[src/rtl/idivsqrt_radix.sv]
// Iterative integer divide/remainder/sqrt, K result bits retired per cycle by a restoring recurrence.
// Optional macro IDIVSQRT_SQRT_EN compiles in the square-root datapath.
module idivsqrt_radix #(
  parameter int XLEN = 64,
  parameter int K    = 2,
  parameter int TAGW = 5
) (
  input  logic            clk,
  input  logic            reset,
  input  logic            FlushE,
  input  logic            StartE,
  output logic            ReadyE,
  input  logic            SignedE,
  input  logic            RemE,
  input  logic            SqrtE,
  input  logic [XLEN-1:0] AE,
  input  logic [XLEN-1:0] BE,
  input  logic [TAGW-1:0] TagE,
  output logic            BusyE,
  output logic            ValidM,
  input  logic            ReadyM,
  output logic [XLEN-1:0] ResultM,
  output logic [TAGW-1:0] TagM,
  output logic            DivZeroM
);

  localparam int N_DIV  = XLEN / K;
  localparam int N_SQRT = XLEN / (2 * K);
  localparam int CW     = $clog2(N_DIV + 1);
  localparam logic [XLEN-1:0] ZERO = {XLEN{1'b0}};
  localparam logic [XLEN-1:0] ONES = {XLEN{1'b1}};
  localparam logic [XLEN-1:0] MINV = {1'b1, {(XLEN-1){1'b0}}};

  typedef enum logic [1:0] {IDLE = 2'd0, BUSY = 2'd1, DONE = 2'd2} state_t;

  state_t          state_q;
  logic [CW-1:0]   cnt_q;
  logic [XLEN-1:0] acc_q, acc_d;   // dividend/radicand shifting out, quotient shifting in
  logic [XLEN-1:0] rem_q, rem_d;   // partial remainder
  logic [XLEN-1:0] div_q, div_d;   // divisor, or the developing root in sqrt mode
  logic            negq_q, negr_q, rem_sel_q, divzero_q;
  logic [XLEN-1:0] result_q;
  logic [TAGW-1:0] tag_q;
`ifdef IDIVSQRT_SQRT_EN
  logic            sqrt_q;
  logic [XLEN:0]   trial_s;
`endif

  logic            a_neg_s, b_neg_s, div0_s, ovf_s;
  logic [XLEN-1:0] a_abs_s, b_abs_s;
  logic [XLEN:0]   p_s;
  logic [XLEN-1:0] quo_s, rmd_s, fin_s;

  assign ReadyE   = (state_q == IDLE);
  assign BusyE    = (state_q == BUSY);
  assign ValidM   = (state_q == DONE);
  assign ResultM  = result_q;
  assign TagM     = tag_q;
  assign DivZeroM = divzero_q;

  // Request decode: operand magnitudes and special-case detection
  always_comb begin
    a_neg_s = SignedE & AE[XLEN-1];
    b_neg_s = SignedE & BE[XLEN-1];
    a_abs_s = a_neg_s ? (ZERO - AE) : AE;
    b_abs_s = b_neg_s ? (ZERO - BE) : BE;
    div0_s  = (BE == ZERO);
    ovf_s   = SignedE & (AE == MINV) & (BE == ONES);
  end

  // K chained restoring steps plus final sign fix-up
  always_comb begin
    p_s   = {1'b0, rem_q};
    acc_d = acc_q;
    div_d = div_q;
`ifdef IDIVSQRT_SQRT_EN
    trial_s = {(XLEN+1){1'b0}};
`endif
    for (int i = 0; i < K; i++) begin
`ifdef IDIVSQRT_SQRT_EN
      if (sqrt_q) begin
        p_s     = {p_s[XLEN-2:0], acc_d[XLEN-1:XLEN-2]};
        acc_d   = {acc_d[XLEN-3:0], 2'b00};
        trial_s = {div_d[XLEN-2:0], 2'b01};
        if (p_s >= trial_s) begin
          p_s   = p_s - trial_s;
          div_d = {div_d[XLEN-2:0], 1'b1};
        end else begin
          div_d = {div_d[XLEN-2:0], 1'b0};
        end
      end else begin
`endif
        p_s   = {p_s[XLEN-1:0], acc_d[XLEN-1]};
        acc_d = {acc_d[XLEN-2:0], 1'b0};
        if (p_s >= {1'b0, div_d}) begin
          p_s      = p_s - {1'b0, div_d};
          acc_d[0] = 1'b1;
        end else begin
          acc_d[0] = 1'b0;
        end
`ifdef IDIVSQRT_SQRT_EN
      end
`endif
    end
    rem_d = p_s[XLEN-1:0];
    rmd_s = negr_q ? (ZERO - rem_d) : rem_d;
`ifdef IDIVSQRT_SQRT_EN
    quo_s = sqrt_q ? div_d : (negq_q ? (ZERO - acc_d) : acc_d);
`else
    quo_s = negq_q ? (ZERO - acc_d) : acc_d;
`endif
    fin_s = rem_sel_q ? rmd_s : quo_s;
  end

  // Control FSM and all datapath/output registers
  always_ff @(posedge clk) begin
    if (reset) begin
      state_q   <= IDLE;
      cnt_q     <= {CW{1'b0}};
      acc_q     <= ZERO;
      rem_q     <= ZERO;
      div_q     <= ZERO;
      negq_q    <= 1'b0;
      negr_q    <= 1'b0;
      rem_sel_q <= 1'b0;
      divzero_q <= 1'b0;
      result_q  <= ZERO;
      tag_q     <= {TAGW{1'b0}};
`ifdef IDIVSQRT_SQRT_EN
      sqrt_q    <= 1'b0;
`endif
    end else if (FlushE) begin
      state_q <= IDLE;
      cnt_q   <= {CW{1'b0}};
    end else begin
      case (state_q)
        IDLE: begin
          if (StartE) begin
            tag_q     <= TagE;
            rem_sel_q <= RemE;
            rem_q     <= ZERO;
            if (SqrtE) begin
`ifdef IDIVSQRT_SQRT_EN
              sqrt_q    <= 1'b1;
              acc_q     <= AE;
              div_q     <= ZERO;
              negq_q    <= 1'b0;
              negr_q    <= 1'b0;
              cnt_q     <= CW'(N_SQRT);
              state_q   <= BUSY;
`else
              result_q  <= ZERO;
              divzero_q <= 1'b0;
              state_q   <= DONE;
`endif
            end else if (div0_s) begin
              result_q  <= RemE ? AE : ONES;
              divzero_q <= 1'b1;
              state_q   <= DONE;
            end else if (ovf_s) begin
              result_q  <= RemE ? ZERO : AE;
              divzero_q <= 1'b0;
              state_q   <= DONE;
            end else begin
`ifdef IDIVSQRT_SQRT_EN
              sqrt_q    <= 1'b0;
`endif
              acc_q     <= a_abs_s;
              div_q     <= b_abs_s;
              negq_q    <= a_neg_s ^ b_neg_s;
              negr_q    <= a_neg_s;
              cnt_q     <= CW'(N_DIV);
              state_q   <= BUSY;
            end
          end
        end
        BUSY: begin
          acc_q <= acc_d;
          rem_q <= rem_d;
          div_q <= div_d;
          cnt_q <= cnt_q - CW'(1);
          if (cnt_q == CW'(1)) begin
            result_q  <= fin_s;
            divzero_q <= 1'b0;
            state_q   <= DONE;
          end
        end
        DONE: begin
          if (ReadyM) begin
            state_q <= IDLE;
          end
        end
        default: state_q <= IDLE;
      endcase
    end
  end

endmodule

[config.mk]
export PLATFORM = sky130hd
export DESIGN_NAME = idivsqrt_radix
export DESIGN_NICKNAME = d
export VERILOG_FILES = /design/src/rtl/idivsqrt_radix.sv
export SDC_FILE = /design/constraint.sdc
export NUM_CORES = 1
export LEC_CHECK = 0
export CORE_UTILIZATION = 30
export CTS_CLUSTER_DIAMETER = 200
export DETAILED_ROUTE_END_ITERATION = 10
export REMOVE_ABC_BUFFERS = 1
export SYNTH_ARGS = -nofsm -noshare
export SYNTH_HDL_FRONTEND = slang
export SYNTH_SLANG_ARGS = --single-unit
[constraint.sdc]
create_clock -name clk -period 11 [get_ports clk]
set_clock_uncertainty 0.15 [all_clocks]
set_input_delay 2.2 -clock clk [delete_from_list [all_inputs] [get_ports clk]]
set_output_delay 2.2 -clock clk [all_outputs]
set_load 0.03 [all_outputs]
# [After elaboration in Yosys (flattened, before gate mapping)]
# Cells that the tools add are included.
[word_totals] output_inout_bits=73 ram_bits=0 mem_bits_ro=0 inputBits=141 elab_cells=94 ff_bits=273 latchBits=0 memories=0
[op_classes] n_shift=0 div=0 reduce_logical=11 mul=0 n_eq_ne=12 n_lt_le_gt_ge=2 n_bitwise=9 add_sub_neg=7 mux=42
[op_table] op="64-bit two-way mux" n=19
[op_table] op="64-bit case mux with 2 select lines" n=3
[op_table] op="1-bit by 64-bit subtractor with 64-bit output (first input constant)" n=4
[op_table] op="65-bit by 64-bit >= comparator with 1-bit output" n=2
[op_table] op="64-bit equality test (second input constant)" n=2
[op_table] op="64-bit subtractor" n=2
[op_table] op="64-bit logical NOT" n=1
[op_table] op="6-bit two-way mux" n=4
[op_table] op="2-bit two-way mux" n=6
[op_table] op="6-bit case mux with 2 select lines" n=1
[op_table] op="6-bit AND reduction" n=2
[op_table] op="5-bit AND reduction" n=2
[op_table] op="3-bit AND reduction" n=3
[op_table] op="2-bit != test (second input constant)" n=4
[op_table] op="1-bit two-way mux" n=7
[op_table] op="6-bit by 1-bit equality test with 1-bit output (second input constant)" n=1
[op_table] op="2-bit case mux with 3 select lines" n=1
[op_table] op="6-bit by 1-bit subtractor with 6-bit output (second input constant)" n=1
[op_table] op="1-bit bitwise AND" n=4
[op_table] op="2-bit by 1-bit != test with 1-bit output (second input constant)" n=2
[op_table] op="4-bit by 1-bit != test with 1-bit output (second input constant)" n=1
[op_table] op="1-bit inverter" n=4
[op_table] op="2-bit by 1-bit equality test with 1-bit output (second input constant)" n=1
[op_table] op="2-bit equality test (second input constant)" n=1
[op_table] op="other kinds (5)" n=5

# [Logic depth before layout (Yosys ltp)]
# Gate-level depths: netlist (run 1).
[depth] ltp_word=9 depth_mapped=47 ltp_nobuf=39

# [Worst setup path after synthesis (run 1)]
# No wires, ideal clock.
[synth_path] path_type="register to register" startpoint="register rem_q[19]" endpoint="register result_q[60], in the netlist ResultM[60]" t_arrival_ns=9.678 stages_incl_launch_ff=44 n_path_buf=11 setup_ns=0.123 period_less_slack_ns=9.951 required_ns=10.727 slack_ns=1.049 path_cell_list="dfxtp_1 -> ha_1 -> nand2_1 -> o21ai_0 -> a221oi_1 -> nor2_1 -> o31ai_4 -> nand2_2 -> inv_2 -> buf_2 -> buf_2 -> clkbuf_1 -> clkbuf_1 -> buf_2 -> buf_1 -> nand2_1 -> nand2_1 -> ha_1 -> [... 8 more ...] -> a311o_4 -> inv_2 -> buf_2 -> buf_2 -> clkbuf_1 -> buf_1 -> ha_1 -> nand4_1 -> or2_1 -> or2_2 -> or3_1 -> or4_1 -> o31ai_1 -> o21ai_1 -> xnor2_1 -> nor2_1 -> a311oi_1 -> a21oi_1"
[synth_via] elab_chain_cells=9 elab_cells_between_ends=15 cone_classes="4 x add/sub; 2 x order compare; 9 x mux"
[synth_rtl] item="from (decl)" line_no="39" text="logic [XLEN-1:0] rem_q, rem_d;"
[synth_rtl] item="from (signal assigned)" line_no="179" text="rem_q <= rem_d;"
[synth_rtl] item="64-bit subtractor / 65-bit by 64-bit >= comparator with 1-bit output (equally long branches)" line_no="96, 95"
[synth_rtl] item="64-bit two-way mux" line_no="95" text="if (p_s >= {1'b0, div_d}) begin"
[synth_rtl] item="64-bit subtractor / 65-bit by 64-bit >= comparator with 1-bit output (equally long branches)" line_no="96, 95"
[synth_rtl] item="64-bit two-way mux / 1-bit two-way mux (equally long branches)" line_no="95"
[synth_rtl] item="1-bit by 64-bit subtractor with 64-bit output, on equally long branches" line_no="106, 110"
[synth_rtl] item="64-bit two-way mux, on equally long branches" line_no="106, 110"
[synth_rtl] item="64-bit two-way mux *" line_no="112" text="fin_s = rem_sel_q ? rmd_s : quo_s;"
[synth_rtl] item="64-bit two-way mux *" line_no="182" text="if (cnt_q == CW'(1)) begin"
[synth_rtl] item="64-bit case mux with 2 select lines *" line_no="136" text="case (state_q)"
[synth_rtl] item="to (signal assigned)" line_no="157" text="result_q <= RemE ? AE : ONES;"
[synth_rtl] item="to (signal assigned)" line_no="161" text="result_q <= RemE ? ZERO : AE;"
[synth_rtl] item="to (signal assigned)" line_no="183" text="result_q <= fin_s;"
[synth_rtl] item="to (decl)" line_no="42" text="logic [XLEN-1:0] result_q;"
# Every way passes the cells marked *; elsewhere a longest branch is shown, timed or not. The select of a mux whose other input is x is not followed.
# A chain may end at the register's enable or synchronous reset.

# [Final worst setup path (run 1)]
[layout_path] startpoint="register acc_q[63]" endpoint="register result_q[30], in the netlist ResultM[30]"
[layout_via] elab_chain_cells=9 elab_cells_between_ends=15 cone_classes="4 x add/sub; 2 x order compare; 9 x mux"
[layout_rtl] item="from (decl)" line_no="38" text="logic [XLEN-1:0] acc_q, acc_d;"
[layout_rtl] item="from (signal assigned)" line_no="168" text="acc_q <= a_abs_s;"
[layout_rtl] item="64-bit subtractor / 65-bit by 64-bit >= comparator with 1-bit output (equally long branches)" line_no="96, 95"
[layout_rtl] item="64-bit two-way mux" line_no="95"
[layout_rtl] item="64-bit subtractor / 65-bit by 64-bit >= comparator with 1-bit output (equally long branches)" line_no="96, 95"
[layout_rtl] item="64-bit two-way mux / 1-bit two-way mux (equally long branches)" line_no="95"
[layout_rtl] item="1-bit by 64-bit subtractor with 64-bit output, on equally long branches" line_no="106, 110"
[layout_rtl] item="64-bit two-way mux, on equally long branches" line_no="106, 110"
[layout_rtl] item="64-bit two-way mux *" line_no="112"
[layout_rtl] item="64-bit two-way mux *" line_no="182"
[layout_rtl] item="64-bit case mux with 2 select lines *" line_no="136"
# Marked as above.

==> metrics.cfg, run 1 <==
[critical_path]
end_kind=flop
crit_buf_inv=5
slowest_stage=a2111oi_0
timing.rr.start=acc_q[63]
cp_max_fo=16
arrival_ps=10600
cpPeakStageDelay_ps=770
r2r_cells=40
cp.required_ps=11280
rr_endpoint=ResultM[30]
cpLargestDelayFamily=compound AO/OA/AOI/OAI gates
start_kind=flop
reg2reg_setup_slack_ps=690
cp-startpoint=acc_q[63]
critical_path_depth=40
critPathKind=flop to flop

[logic_synthesis]
synthesis.instances=4287
synth-compound-area-share=0.307
yosys_warnings=0
async_flop_share=0
synth_edf_count=0
synth_mux_area_frac=0.0256
synth_area_leader_cell=dfxtp_1
synth_area_um2=29200
yosys.area_share.simple=0.268
synth_top_family_by_area=compound AO/OA/AOI/OAI gates
ys_top_cells_by_area=dfxtp_1, nor2_1, nand2_1, a21oi_1, ha_1
synth_fa_ha_area_frac=0.0592
synth_top_area_frac=0.187
synth.distinct_cells=107
synth_seq_cells=273
yosysMostFrequentCell=nor2_1
synthXorXnorAreaFrac=0.0972
synth.avg_cell_area_um2=6.81
ys_seq_area_frac=0.187
synth_commonest_cells=nor2_1, nand2_1, a21oi_1
synth_flop_cell=dfxtp_1

[cells_and_area]
nets=4593
drive_gt1_frac=0.0495
fill_cells=10400
final_cells=5618
syn_to_final_growth_pct=14.9

[timing]
slew_headroom=0.123
rsz0062_at_grt=no
worst_slew_pin_slew_ps=1280
slew_violations=0
max_freq_mhz=97.0
fin_crit_sh=0.938
fin_crit_ps=10310
setup_viol=0
hold_viol_final=0

[die]
ios=214
die_w_um=314
die_h_um=314
core-area_um2=96600
num_rows=114
start_util=0.302
dieArea_um2=98600

[grt]
use_met2=0.432
track_usage=0.261
grt_util_met3=0.0269
grt_use_met1=0.327
busiest_layer=met2
antenna_found_initial=2
grt_pass1_vias=30900
gr-total-overflow=0
grt_start_max_net_pins=146
grt_pass1_wl_mm=198

[min_path]
min_path_cells=2
min_to=div_d[61]
min-delay-start=div_d[61]
hp-class=flop to flop

[clocking]
cts_buffers=37
cts.repair.resized=0
htree_levels=2
clockBufferDepth=3
cts_tree=built
clock_sinks=273
clockRootBuffer=clkbuf_16
cts_setup_buffers=0
clock_latency_ps=580
path_clk_slew_ps=60
postCtsHoldBufs=0

[route]
first_iter_violations=3189
ant_nets=0
via_count=33100
dr.pass1.iters=6
drc=0
wire_per_inst_um=23.8
vias_per_cell=5.88
wirelength_mm=134

[placed_design]
place_inst=5552
gp_congestion=0.989
port_buffers=213
dp_hpwl_mm=104

[flow_run]
drv_cap=0

[outcome]
outcome=completed

worst max path at each step:
stage | end | slack, ps
after floorplan | acc_q[62] | -2790
after global placement | ResultM[53] | 1020
after detailed placement | ResultM[30] | 1080
after CTS | ResultM[30] | 1060
after global routing | ResultM[30] | 180
final | ResultM[30] | 690
per-layer routing:
metal,wire length (um),part of all wire
met5,0,0
met3,7540,0.056
met4,8980,0.067
met2,62000,0.46
met1,55100,0.41
per-stage QoR:
stage | setup TNS [ps] | utilization | instance area (um2) | worst slack [ps] | hold slack [ps]
after global routing | 0 | 0.347 | 33500 | 178 | 341
final | 0 | 0.347 | 33500 | 687 | 304
after floorplan | -478650 | - | 28100 | -2790 | 276
after global placement | 0 | 0.335 | 32300 | 1020 | 292
after CTS | 0 | 0.347 | 33500 | 1060 | 303
after detailed placement | 0 | 0.335 | 32300 | 1080 | 296
cell type report:
type,count,area (um2),share of cell area
clock buffers,50,1040,0.0311
diodes,1,2.50,0.0000746
well taps,1276,1600,0.0476
inverters,140,526,0.0157
repair buffers,264,2560,0.0765
flip-flops and latches,273,5470,0.163
clock inverters,15,183,0.00545
multi-input cells,3599,22200,0.661
cells by family after synthesis:
logic type	after synthesis
mux	72
buf+inv	415
compound gates	1366
simple gates	1700
flops	273
xor+xnor	324
fa+ha+maj	137
registers in the layout, summed over array words and instances, names as in the netlist:
register and flops:
negq_q 1, state_q 2, rem_q 64, DivZeroM 1
rem_sel_q 1, negr_q 1, TagM 5, acc_q 64
cnt_q 6, div_d 64, ResultM 64
tightest hold or removal path, cell delays in order (launching register included):
cell and delay, ps:
dfxtp_1 310, nand2_1 50, a21oi_1 50
placed cells by master (no fill, tap or decap), drive strengths merged, types with 86 or more instances in the layout:
master / netlist / final
xnor2: 162 / 162
o21ai: 267 / 267
ha: 135 / 135
a21oi: 416 / 416
nor2: 554 / 554
nand2: 546 / 546
clkdlybuf4s50: 0 / 211
dfxtp: 273 / 273
o211ai: 86 / 86
xor2: 162 / 162
a211oi: 111 / 111
nor3: 145 / 145
inv: 139 / 141
Power of run 1 is not shown: default switching activity piles up to over one toggle a cycle in this logic, so the estimate is an artifact.
==> inputs of run 2 (changes only) <==
- CTS_CLUSTER_DIAMETER: 200 -> unset
==> results of run 2 <==
The final DEF is identical to that of run 1; final timing and power are the same.
Power of run 2 is left out for the same reason.
